### src/rtl/pwm_trip_zone_pkg.sv
// Shared types, widths and helpers for the PWM trip-zone protection stage.

`ifndef PWM_WIDTH
`define PWM_WIDTH 8
`endif
`ifndef FLT_WIDTH
`define FLT_WIDTH 4
`endif
`ifndef FILT_WIDTH
`define FILT_WIDTH 8
`endif
`ifndef HOLD_WIDTH
`define HOLD_WIDTH 16
`endif

package pwm_trip_zone_pkg;

    // Channel count of the upstream carrier core and default widths.
    localparam int PWM_WIDTH  = `PWM_WIDTH;
    localparam int FLT_WIDTH  = `FLT_WIDTH;
    localparam int FILT_WIDTH = `FILT_WIDTH;
    localparam int HOLD_WIDTH = `HOLD_WIDTH;

    // Depth of the fault-pin synchroniser.
    localparam int SYNC_STAGES = 2;

    // Protection state. WAIT_SYNC is the reset state so the pins stay at
    // their safe level until the carrier reaches a clean boundary.
    typedef enum logic [1:0] {
        TZ_RUN       = 2'd0,
        TZ_TRIP      = 2'd1,
        TZ_HOLD      = 2'd2,
        TZ_WAIT_SYNC = 2'd3
    } tz_trip_state_e;

    // Every state other than RUN holds the outputs at their safe level.
    function automatic logic tz_is_safe(input tz_trip_state_e s);
        return (s != TZ_RUN);
    endfunction

endpackage : pwm_trip_zone_pkg

### src/rtl/pwm_trip_zone_fault_filter.sv
// One external fault input: metastability synchroniser, polarity and
// enable gating, then a saturating glitch-filter counter.

module pwm_trip_zone_fault_filter
    import pwm_trip_zone_pkg::*;
#(
    parameter int FILT_W = FILT_WIDTH
) (
    input  logic              clk,
    input  logic              reset,
    input  logic              fault_in,
    input  logic              fault_en,
    input  logic              fault_pol,
    input  logic [FILT_W-1:0] filt_len,
    output logic              qual
);

    // Pin synchroniser; index 0 is the stage that sees the raw pin.
    logic [SYNC_STAGES-1:0] sync_q;
    // Enable and polarity travel alongside the synchroniser so that a
    // configuration change reaches the counter with the same latency as a
    // pin edge and the two can never be misaligned by a cycle.
    logic [SYNC_STAGES-1:0] en_q;
    logic [SYNC_STAGES-1:0] pol_q;

    logic [FILT_W-1:0] cnt_q;
    logic [FILT_W-1:0] cnt_d;
    logic              raw;
    logic              at_len;

    // Shift the pin and its configuration through the synchroniser stages.
    always_ff @(posedge clk) begin
        if (reset) begin
            sync_q <= '0;
            en_q   <= '0;
            pol_q  <= '0;
        end else begin
            sync_q <= {sync_q[SYNC_STAGES-2:0], fault_in};
            en_q   <= {en_q[SYNC_STAGES-2:0], fault_en};
            pol_q  <= {pol_q[SYNC_STAGES-2:0], fault_pol};
        end
    end

    // pol = 1 means the pin is active-high; a disabled input never asserts.
    assign raw    = en_q[SYNC_STAGES-1] & ~(sync_q[SYNC_STAGES-1] ^ pol_q[SYNC_STAGES-1]);

    // Greater-or-equal keeps the counter saturated even if software shrinks
    // filt_len while a fault is already being counted.
    assign at_len = (cnt_q >= filt_len);

    // With filt_len = 0 at_len is always true, so qual degenerates to raw.
    assign qual   = raw & at_len;

    // Count consecutive active cycles, saturate at filt_len, drop on any gap.
    always_comb begin
        cnt_d = cnt_q;
        if (!raw) begin
            cnt_d = '0;
        end else if (at_len) begin
            cnt_d = filt_len;
        end else begin
            cnt_d = cnt_q + FILT_W'(1);
        end
    end

    // Filter counter register.
    always_ff @(posedge clk) begin
        if (reset) begin
            cnt_q <= '0;
        end else begin
            cnt_q <= cnt_d;
        end
    end

endmodule : pwm_trip_zone_fault_filter

### src/rtl/pwm_trip_zone.sv
// Trip-zone protection between the PWM core and the gate-driver pins.
// Qualified faults latch a trip that forces every output to a programmable
// safe level; release needs a clear, a minimum hold time and a carrier sync.

module pwm_trip_zone
    import pwm_trip_zone_pkg::*;
#(
    parameter int N_CH   = PWM_WIDTH,
    parameter int N_FLT  = FLT_WIDTH,
    parameter int FILT_W = FILT_WIDTH,
    parameter int HOLD_W = HOLD_WIDTH
) (
    input  logic              clk,
    input  logic              reset,
    input  logic [N_CH-1:0]   pwmin_A,
    input  logic [N_CH-1:0]   pwmin_B,
    input  logic [N_CH-1:0]   sync_event,
    input  logic [N_FLT-1:0]  fault_in,
    input  logic [N_FLT-1:0]  fault_en,
    input  logic [N_FLT-1:0]  fault_pol,
    input  logic [FILT_W-1:0] filt_len,
    input  logic [HOLD_W-1:0] hold_time,
    input  logic [N_CH-1:0]   safe_A,
    input  logic [N_CH-1:0]   safe_B,
    input  logic              clear,
    input  logic              auto_clear,
    output logic [N_CH-1:0]   pwmout_A,
    output logic [N_CH-1:0]   pwmout_B,
    output logic              tripped,
    output logic [N_FLT-1:0]  fault_latched,
    output logic              trip_irq
);

    logic [N_FLT-1:0]  qual;
    logic              any_qual;
    logic              resume_sync;
    logic              clear_req;

    tz_trip_state_e    state_q;
    logic [HOLD_W-1:0] hold_cnt_q;
    logic              tripped_q;
    logic              trip_irq_q;
    logic [N_FLT-1:0]  fault_latched_q;
    logic [N_CH-1:0]   pwmout_a_q;
    logic [N_CH-1:0]   pwmout_b_q;

    // One glitch filter per external fault input.
    generate
        for (genvar gi = 0; gi < N_FLT; gi++) begin : g_flt
            pwm_trip_zone_fault_filter #(
                .FILT_W   (FILT_W)
            ) u_filter (
                .clk      (clk),
                .reset    (reset),
                .fault_in (fault_in[gi]),
                .fault_en (fault_en[gi]),
                .fault_pol(fault_pol[gi]),
                .filt_len (filt_len),
                .qual     (qual[gi])
            );
        end
    endgenerate

    assign any_qual    = |qual;
    assign resume_sync = |sync_event;
    // auto_clear behaves as a clear that is permanently requested; whether
    // it is honoured still depends on no fault being qualified.
    assign clear_req   = clear | auto_clear;

    // Protection state machine with its hold counter, sticky fault record
    // and trip interrupt; a qualified fault wins over every other condition.
    always_ff @(posedge clk) begin
        if (reset) begin
            state_q         <= TZ_WAIT_SYNC;
            hold_cnt_q      <= '0;
            tripped_q       <= 1'b1;
            trip_irq_q      <= 1'b0;
            fault_latched_q <= '0;
        end else begin
            trip_irq_q      <= 1'b0;
            fault_latched_q <= fault_latched_q | qual;
            case (state_q)
                TZ_RUN: begin
                    if (any_qual) begin
                        state_q    <= TZ_TRIP;
                        tripped_q  <= 1'b1;
                        trip_irq_q <= 1'b1;
                    end
                end
                TZ_TRIP: begin
                    // A clear that arrives while a fault is still qualified
                    // is dropped rather than remembered.
                    if (!any_qual && clear_req) begin
                        state_q         <= TZ_HOLD;
                        hold_cnt_q      <= hold_time;
                        fault_latched_q <= '0;
                    end
                end
                TZ_HOLD: begin
                    if (any_qual) begin
                        state_q    <= TZ_TRIP;
                        trip_irq_q <= 1'b1;
                    end else if (hold_cnt_q == '0) begin
                        state_q <= TZ_WAIT_SYNC;
                    end else begin
                        hold_cnt_q <= hold_cnt_q - HOLD_W'(1);
                    end
                end
                TZ_WAIT_SYNC: begin
                    if (any_qual) begin
                        state_q    <= TZ_TRIP;
                        trip_irq_q <= 1'b1;
                    end else if (resume_sync) begin
                        state_q   <= TZ_RUN;
                        tripped_q <= 1'b0;
                    end
                end
                default: begin
                    state_q   <= TZ_TRIP;
                    tripped_q <= 1'b1;
                end
            endcase
        end
    end

    // Output stage: pass the core's pulses only while running, otherwise
    // drive the safe levels; decided from the current state, one cycle late.
    always_ff @(posedge clk) begin
        if (reset) begin
            pwmout_a_q <= '0;
            pwmout_b_q <= '0;
        end else if (tz_is_safe(state_q)) begin
            pwmout_a_q <= safe_A;
            pwmout_b_q <= safe_B;
        end else begin
            pwmout_a_q <= pwmin_A;
            pwmout_b_q <= pwmin_B;
        end
    end

    assign pwmout_A      = pwmout_a_q;
    assign pwmout_B      = pwmout_b_q;
    assign tripped       = tripped_q;
    assign fault_latched = fault_latched_q;
    assign trip_irq      = trip_irq_q;

endmodule : pwm_trip_zone

### config.mk
export PLATFORM = sky130hd
export DESIGN_NAME = pwm_trip_zone
export DESIGN_NICKNAME = d
export VERILOG_FILES = /design/src/rtl/pwm_trip_zone_pkg.sv /design/src/rtl/pwm_trip_zone_fault_filter.sv /design/src/rtl/pwm_trip_zone.sv
export SDC_FILE = /design/constraint.sdc
export NUM_CORES = 1
export LEC_CHECK = 0
export BUFFER_PORTS_ARGS = -buffer_cell sky130_fd_sc_hd__buf_2
export CAP_MARGIN = 5
export CORE_MARGIN = 2
export CORE_UTILIZATION = 39
export DETAILED_ROUTE_END_ITERATION = 10
export PLACE_DENSITY = 0.7
export SETUP_SLACK_MARGIN = 0.5
export SKIP_CTS_REPAIR_TIMING = 1
export SYNTH_ARGS = -nofsm -noshare
export SYNTH_HDL_FRONTEND = slang
export SYNTH_SLANG_ARGS = --single-unit
### constraint.sdc
create_clock -name clk -period 3.8 [get_ports clk]
set_input_delay 0.19 -clock clk [delete_from_list [all_inputs] [get_ports clk]]
set_output_delay 0.19 -clock clk [all_outputs]
set_load 0.1 [all_outputs]
Word-level counts from Yosys, hierarchy flattened
Index checks and enable logic that the tools add are counted.

Output and inout port bits: 22. Bits of input ports: 80. Register bits: 96. Logic and storage cells: 108.

Mux-type cells: 24. Reductions and logical operators: 18. $add $sub $neg: 5. Equal/unequal tests: 11. Bitwise logic cells: 23. $lt $le $gt $ge: 4.

Operators with widths (count): $mux W16 (3); $mux W8 (6); $add A8 B1 Y8 const B (4); $ge A8 B8 Y1 (4); $pmux W16 S2 (1); $logic_not A16 Y1 (1); $sub A16 B1 Y16 const B (1); $mux W2 (6); $ne A2 B2 Y1 const B (6); $reduce_and A4 Y1 (3); $reduce_or A2 Y1 (5); $not A1 Y1 (9); $and A1 B1 Y1 (8); $mux W4 (2); $pmux W2 S4 (1); $reduce_or A8 Y1 (1); $ne A3 B3 Y1 const B (2); $reduce_bool A2 Y1 (3); $eq A2 B2 Y1 const B (2); $mux W1 (4); $or A4 B4 Y4 (1); $reduce_or A4 Y1 (1); $xor A1 B1 Y1 (4); $reduce_or A3 Y1 (1); other kinds (6) (6).

Longest topological paths before layout
Depth after elaboration: 9. Depth in mapped cells: 11. Depth with buffers taken out: 9.

Cells and area by module
A second synthesis with hierarchy kept.

Cells, all modules: 611. Area, all modules: 5277.6 um^2.

Modules (own cells, without submodules): pwm_trip_zone_fault_filter (times used 4, cells an instance 89, area an instance 822.0 um^2, sequential area each 280.3 um^2); pwm_trip_zone (times used 1, cells an instance 255, area an instance 1989.4 um^2, sequential area each 800.8 um^2).

Least setup slack after synthesis
OpenSTA, ideal clock, no wires.

Kind: register to register. From: register g_flt[2].u_filter.cnt_q[0]. To: register hold_cnt_q[15]. Path slack: 1.123 ns. Cell stages (with the launch flop): 12. Arrival time: 2.559 ns. Clock period less this slack: 2.677 ns. Data required time: 3.683 ns. Path buffers: 2. Setup time: 0.117 ns. Cells stage by stage: dfxtp_1 -> inv_1 -> ha_1 -> nand2b_4 -> a2111oi_2 -> o311a_1 -> buf_4 -> o22ai_2 -> or3_1 -> buf_2 -> or3_1 -> a32o_1.

Word-level cells in the longest chain between the ends: 7. Elaborated cells on any way between the ends: 8. Those cells by class: order compare (1); eq/ne (2); bitwise (1); reduce/logical (4).

Ends and longest elaborated chain: from (decl) (line pwm_trip_zone_fault_filter.sv:26) `logic [FILT_W-1:0] cnt_q;`; from (signal assigned) (line pwm_trip_zone_fault_filter.sv:71) `cnt_q <= cnt_d;`; $ge A8 B8 Y1 (*) (line pwm_trip_zone_fault_filter.sv:49) `assign at_len = (cnt_q >= filt_len);`; $and A1 B1 Y1 (*) (line pwm_trip_zone_fault_filter.sv:52) `assign qual = raw & at_len;`; $reduce_or A4 Y1 (*) (line pwm_trip_zone.sv:64) `assign any_qual = |qual;`; $logic_not A1 Y1 (line pwm_trip_zone.sv:93) `if (!any_qual && clear_req) begin`; $logic_and A1 B1 Y1 (line pwm_trip_zone.sv:93); $ne A2 B2 Y1 (no source line); $reduce_and A4 Y1 (no source line) (*); to (signal assigned) (line pwm_trip_zone.sv:95) `hold_cnt_q <= hold_time;`; to (signal assigned) (line pwm_trip_zone.sv:106) `hold_cnt_q <= hold_cnt_q - HOLD_W'(1);`; to (decl) (line pwm_trip_zone.sv:40) `logic [HOLD_W-1:0] hold_cnt_q;`.

Every way passes the cells marked *; elsewhere a longest branch is shown, timed or not. A chain may end at the register's enable or synchronous reset.

Final worst setup path
From: register g_flt[1].u_filter.cnt_q[0]. To: register hold_cnt_q[13].

Word-level cells in the longest chain between the ends: 7. Elaborated cells on any way between the ends: 8. Those cells by class: order compare (1); eq/ne (2); bitwise (1); reduce/logical (4).

Ends and longest elaborated chain (line): from (decl) (pwm_trip_zone_fault_filter.sv:26); from (signal assigned) (pwm_trip_zone_fault_filter.sv:71); $ge A8 B8 Y1 (*) (pwm_trip_zone_fault_filter.sv:49); $and A1 B1 Y1 (*) (pwm_trip_zone_fault_filter.sv:52); $reduce_or A4 Y1 (*) (pwm_trip_zone.sv:64); $logic_not A1 Y1 (pwm_trip_zone.sv:93); $logic_and A1 B1 Y1 (pwm_trip_zone.sv:93); $ne A2 B2 Y1 (no source line); $reduce_and A4 Y1 (no source line) (*).

Marked as above.

==> out/metrics.csv <==
stage,metric,value,unit
global_route,grt_overflow,0,
worst_hold_path,min_to,g_flt[3].u_filter.pol_q[0],
drt,drt-initial-drc-count,196,
clock_tree,cts_tree,yes,
sta,slew-limit-headroom,29.0,%
floorplan,rows,40,
layout,nNetsFinal,751,
global_route,grt_max_degree,54,
worst_setup_path,worstPathCellList,inv_1 > ha_1 > nand2b_4 > a2111oi_2 > nor4_1 > o211a_1 > nor3_1 > buf_4 > a21oi_1 > a32o_1,
worst_setup_path,critical_path_class,reg2reg,
worst_setup_path,crit_required,4100,ps
drt,routedWlPerCell,15.3,um
drt,ant_nets,0,
worst_setup_path,endpoint_kind,register,
sta,post-route-period-util,76.7,%
synth,post-synth-top-count-cell,dfxtp_1,
sta,rsz0062_at_grt,false,
worst_hold_path,hold_path_class,in2reg,
floorplan,die_area,0.0130,mm2
layout,area_growth,20.1,%
clock_tree,cts_root_buf,clkbuf_16,
worst_setup_path,cpPeakStageDelay,790,ps
drt,avgViaCountPerCell,5.34,
worst_setup_path,cp-start-kind,register,
floorplan,die_w,114,um
global_route,antenna_found_initial,0,
worst_setup_path,cpMaxStageDelayCell,a21oi_1,
worst_setup_path,rr_startpoint,g_flt[1].u_filter.cnt_q[0],
global_route,grt_usage,19.0,%
synth,synth_area_leaders,"dfxtp_1 41%, ha_1 9.8%, nand2_1 4.9%, nor2_1 4.7%, a211oi_1 4.4%",
layout,multi_input_area,0.00266,mm2
flow_run,cap_violations,0,
synth,synth_top_area_share,40.6,%
floorplan,core,0.0119,mm2
sta,slew_viol_final,0,
drt,drc_errors,0,
worst_setup_path,reg2reg_depth,10,
place,dpl_cell_area,0.00537,mm2
layout,finalInstanceArea,0.00568,mm2
synth,ys.flop_type,dfxtp_1,
synth,ys_async_sr_fraction,0,%
drt,dr_total_vias,4201,
worst_setup_path,worstReg2RegEnd,hold_cnt_q[13],
worst_setup_path,crit_fanout,13,
floorplan,initial_core_util,39.7,%
layout,layout-drive-gt1-share,21.1,%
sta,setup_viol,0,
synth,synth.distinct_cells,46,
clock_tree,cts_num_sinks,96,
clock_tree,clk_pin_slew,80,ps
drt,dr.pass1.iters,4,
global_route,grt_pass1_vias,4194,
sta,finalHoldViolCount,0,
clock_tree,numCtsBuffers,9,
global_route,grt_pass1_wl,19800,um
layout,seq_area,0.00192,mm2
synth,syn-num-nets,655,
synth,postSynthAreaPerCell,8.79,um2
sta,fmax,343,MHz
synth,syn_area,0.00473,mm2
worst_hold_path,min_path_cells,2,
floorplan,die_h,114,um
clock_tree,clkLatencyLatePin,360,ps
drt,routed_wl,12000,um
synth,netlist_instances,538,
place,dpl.hpwl,9140,um
place,io_buffers,101,
synth,synth_edf_count,0,
synth,seq_area_frac_synth,40.6,%
worst_setup_path,worstSetupStartpoint,g_flt[1].u_filter.cnt_q[0],
power_and_ir_drop,leakagePower,2.49,nW
worst_setup_path,arrival,3210,ps
synth,ys_ff_latch,96,
layout,diodes,0,
layout,final.fill_count,1150,
run_status,outcome,finished clean,
power_and_ir_drop,vdd_ir_drop_max,0.000364,V
sta,finalSetupTns,0,ps
worst_hold_path,min_from,fault_pol[3],
power_and_ir_drop,power,0.00259,W
sta,period_minus_slack,2910,ps
sta,skew,10.7,ps
worst_setup_path,r2r_slack,890,ps
clock_tree,htree_levels,3,
sta,tightest_slew,1060,ps
synth,ys_warn_count,0,
power_and_ir_drop,powerDensity,457,mW/mm2
synth,yosys-top-cells-count,"96 x dfxtp_1, 62 x nand2_1, 59 x nor2_1",
floorplan,ios,102,
place,gp_congestion,0.930,
clock_tree,clockBufferDepth,2,
synth,synth_top_area_cell,dfxtp_1,
state kept, by name (all words and copies together), names as in the netlist:
name / cells
hold_cnt_q: 16
pwmout_A: 8
g_flt.u_filter.sync_q: 8
g_flt.u_filter.pol_q: 8
g_flt.u_filter.en_q: 8
trip_irq: 1
g_flt.u_filter.cnt_q: 32
fault_latched: 4
tripped: 1
pwmout_B: 8
state_q: 2
worst max-delay path: cells and delay by family (launching register included):
family / cells / cell delay (ps)
flip-flops: 1 / 360
AND/OR/NAND/NOR: 3 / 600
buffers and inverters: 2 / 250
AO/OA/AOI/OAI: 4 / 1380
adder cells (fa/ha/maj): 1 / 260
how the worst max path moves through the flow:
stage                          end  slack (ps)  cells after the start
floorplan           hold_cnt_q[15]        1120                     11
global placement        state_q[1]         960                     10
detailed placement      state_q[1]         810                     10
CTS                 hold_cnt_q[13]         830                     10
global route         hold_cnt_q[3]         630                     10
finish              hold_cnt_q[13]         890                     10
through the flow:
step | hold slack, ps | setup slack, ps | cells | utilization (%)
6_report | 39.6 | 885 | 786 | 47.7
5_1_grt | 43.6 | 633 | 786 | 47.7
4_1_cts | 25.6 | 834 | 786 | 47.7
3_5_place_dp | 402 | 813 | 770 | 45.1
3_3_place_gp | 405 | 957 | 770 | 45.1
2_1_floorplan | 318 | 1120 | 538 | -
final cells by class:
| type | count | area share [%] |
|---|---|---|
| clock buffer | 9 | 3.96 |
| clock inverter | 7 | 1.48 |
| inverter | 14 | 0.925 |
| multi-input combinational | 405 | 46.7 |
| sequential | 96 | 33.8 |
| tap | 147 | 3.24 |
| timing repair buffer | 108 | 9.82 |
cell usage in the layout (no fill, tap or decap), types with 9 or more instances in the layout:
cell / netlist / final
dfxtp_1: 96 / 96
xnor2_1: 16 / 16
a21oi_1: 37 / 37
nor2_1: 59 / 59
a32o_1: 9 / 9
xor2_1: 12 / 12
a211oi_1: 28 / 28
ha_1: 37 / 37
buf_2: 2 / 101
nand2_1: 62 / 62
nor2b_1: 27 / 27
nand3_1: 21 / 21
o21ai_0: 16 / 16
inv_1: 14 / 14
clkbuf_16: 0 / 9
kinds of logic (layout without fill, tap and decap cells):
logic type / Yosys count / after routing / share of synthesized area [%]
simple gates: 214 / 214 / 22.1
xor+xnor: 28 / 28 / 5.19
mux: 6 / 6 / 1.27
flops: 96 / 96 / 40.6
buf+inv: 37 / 138 / 3.23
compound gates: 120 / 120 / 17.8
fa+ha+maj: 37 / 37 / 9.79
layer usage:
layer / share of wire (%) / global-route usage, % / up-vias / routed length (um)
li1: - / - / 2103 / -
met1: 44 / 22.1 / 1932 / 5250
met2: 48 / 34.0 / 142 / 5840
met3: 6.0 / 5.45 / 24 / 718
met4: 2.0 / 5.45 / 0 / 237
met5: 0 / 0 / - / 0
where the power goes:
group          leakage (nW)  internal [W]  switching [W]
clock                 0.151      0.000473       0.000456
sequential            0.787       0.00107      0.0000495
combinational          1.56      0.000184       0.000363
No activity file was read; power rests on OpenSTA's default activity.
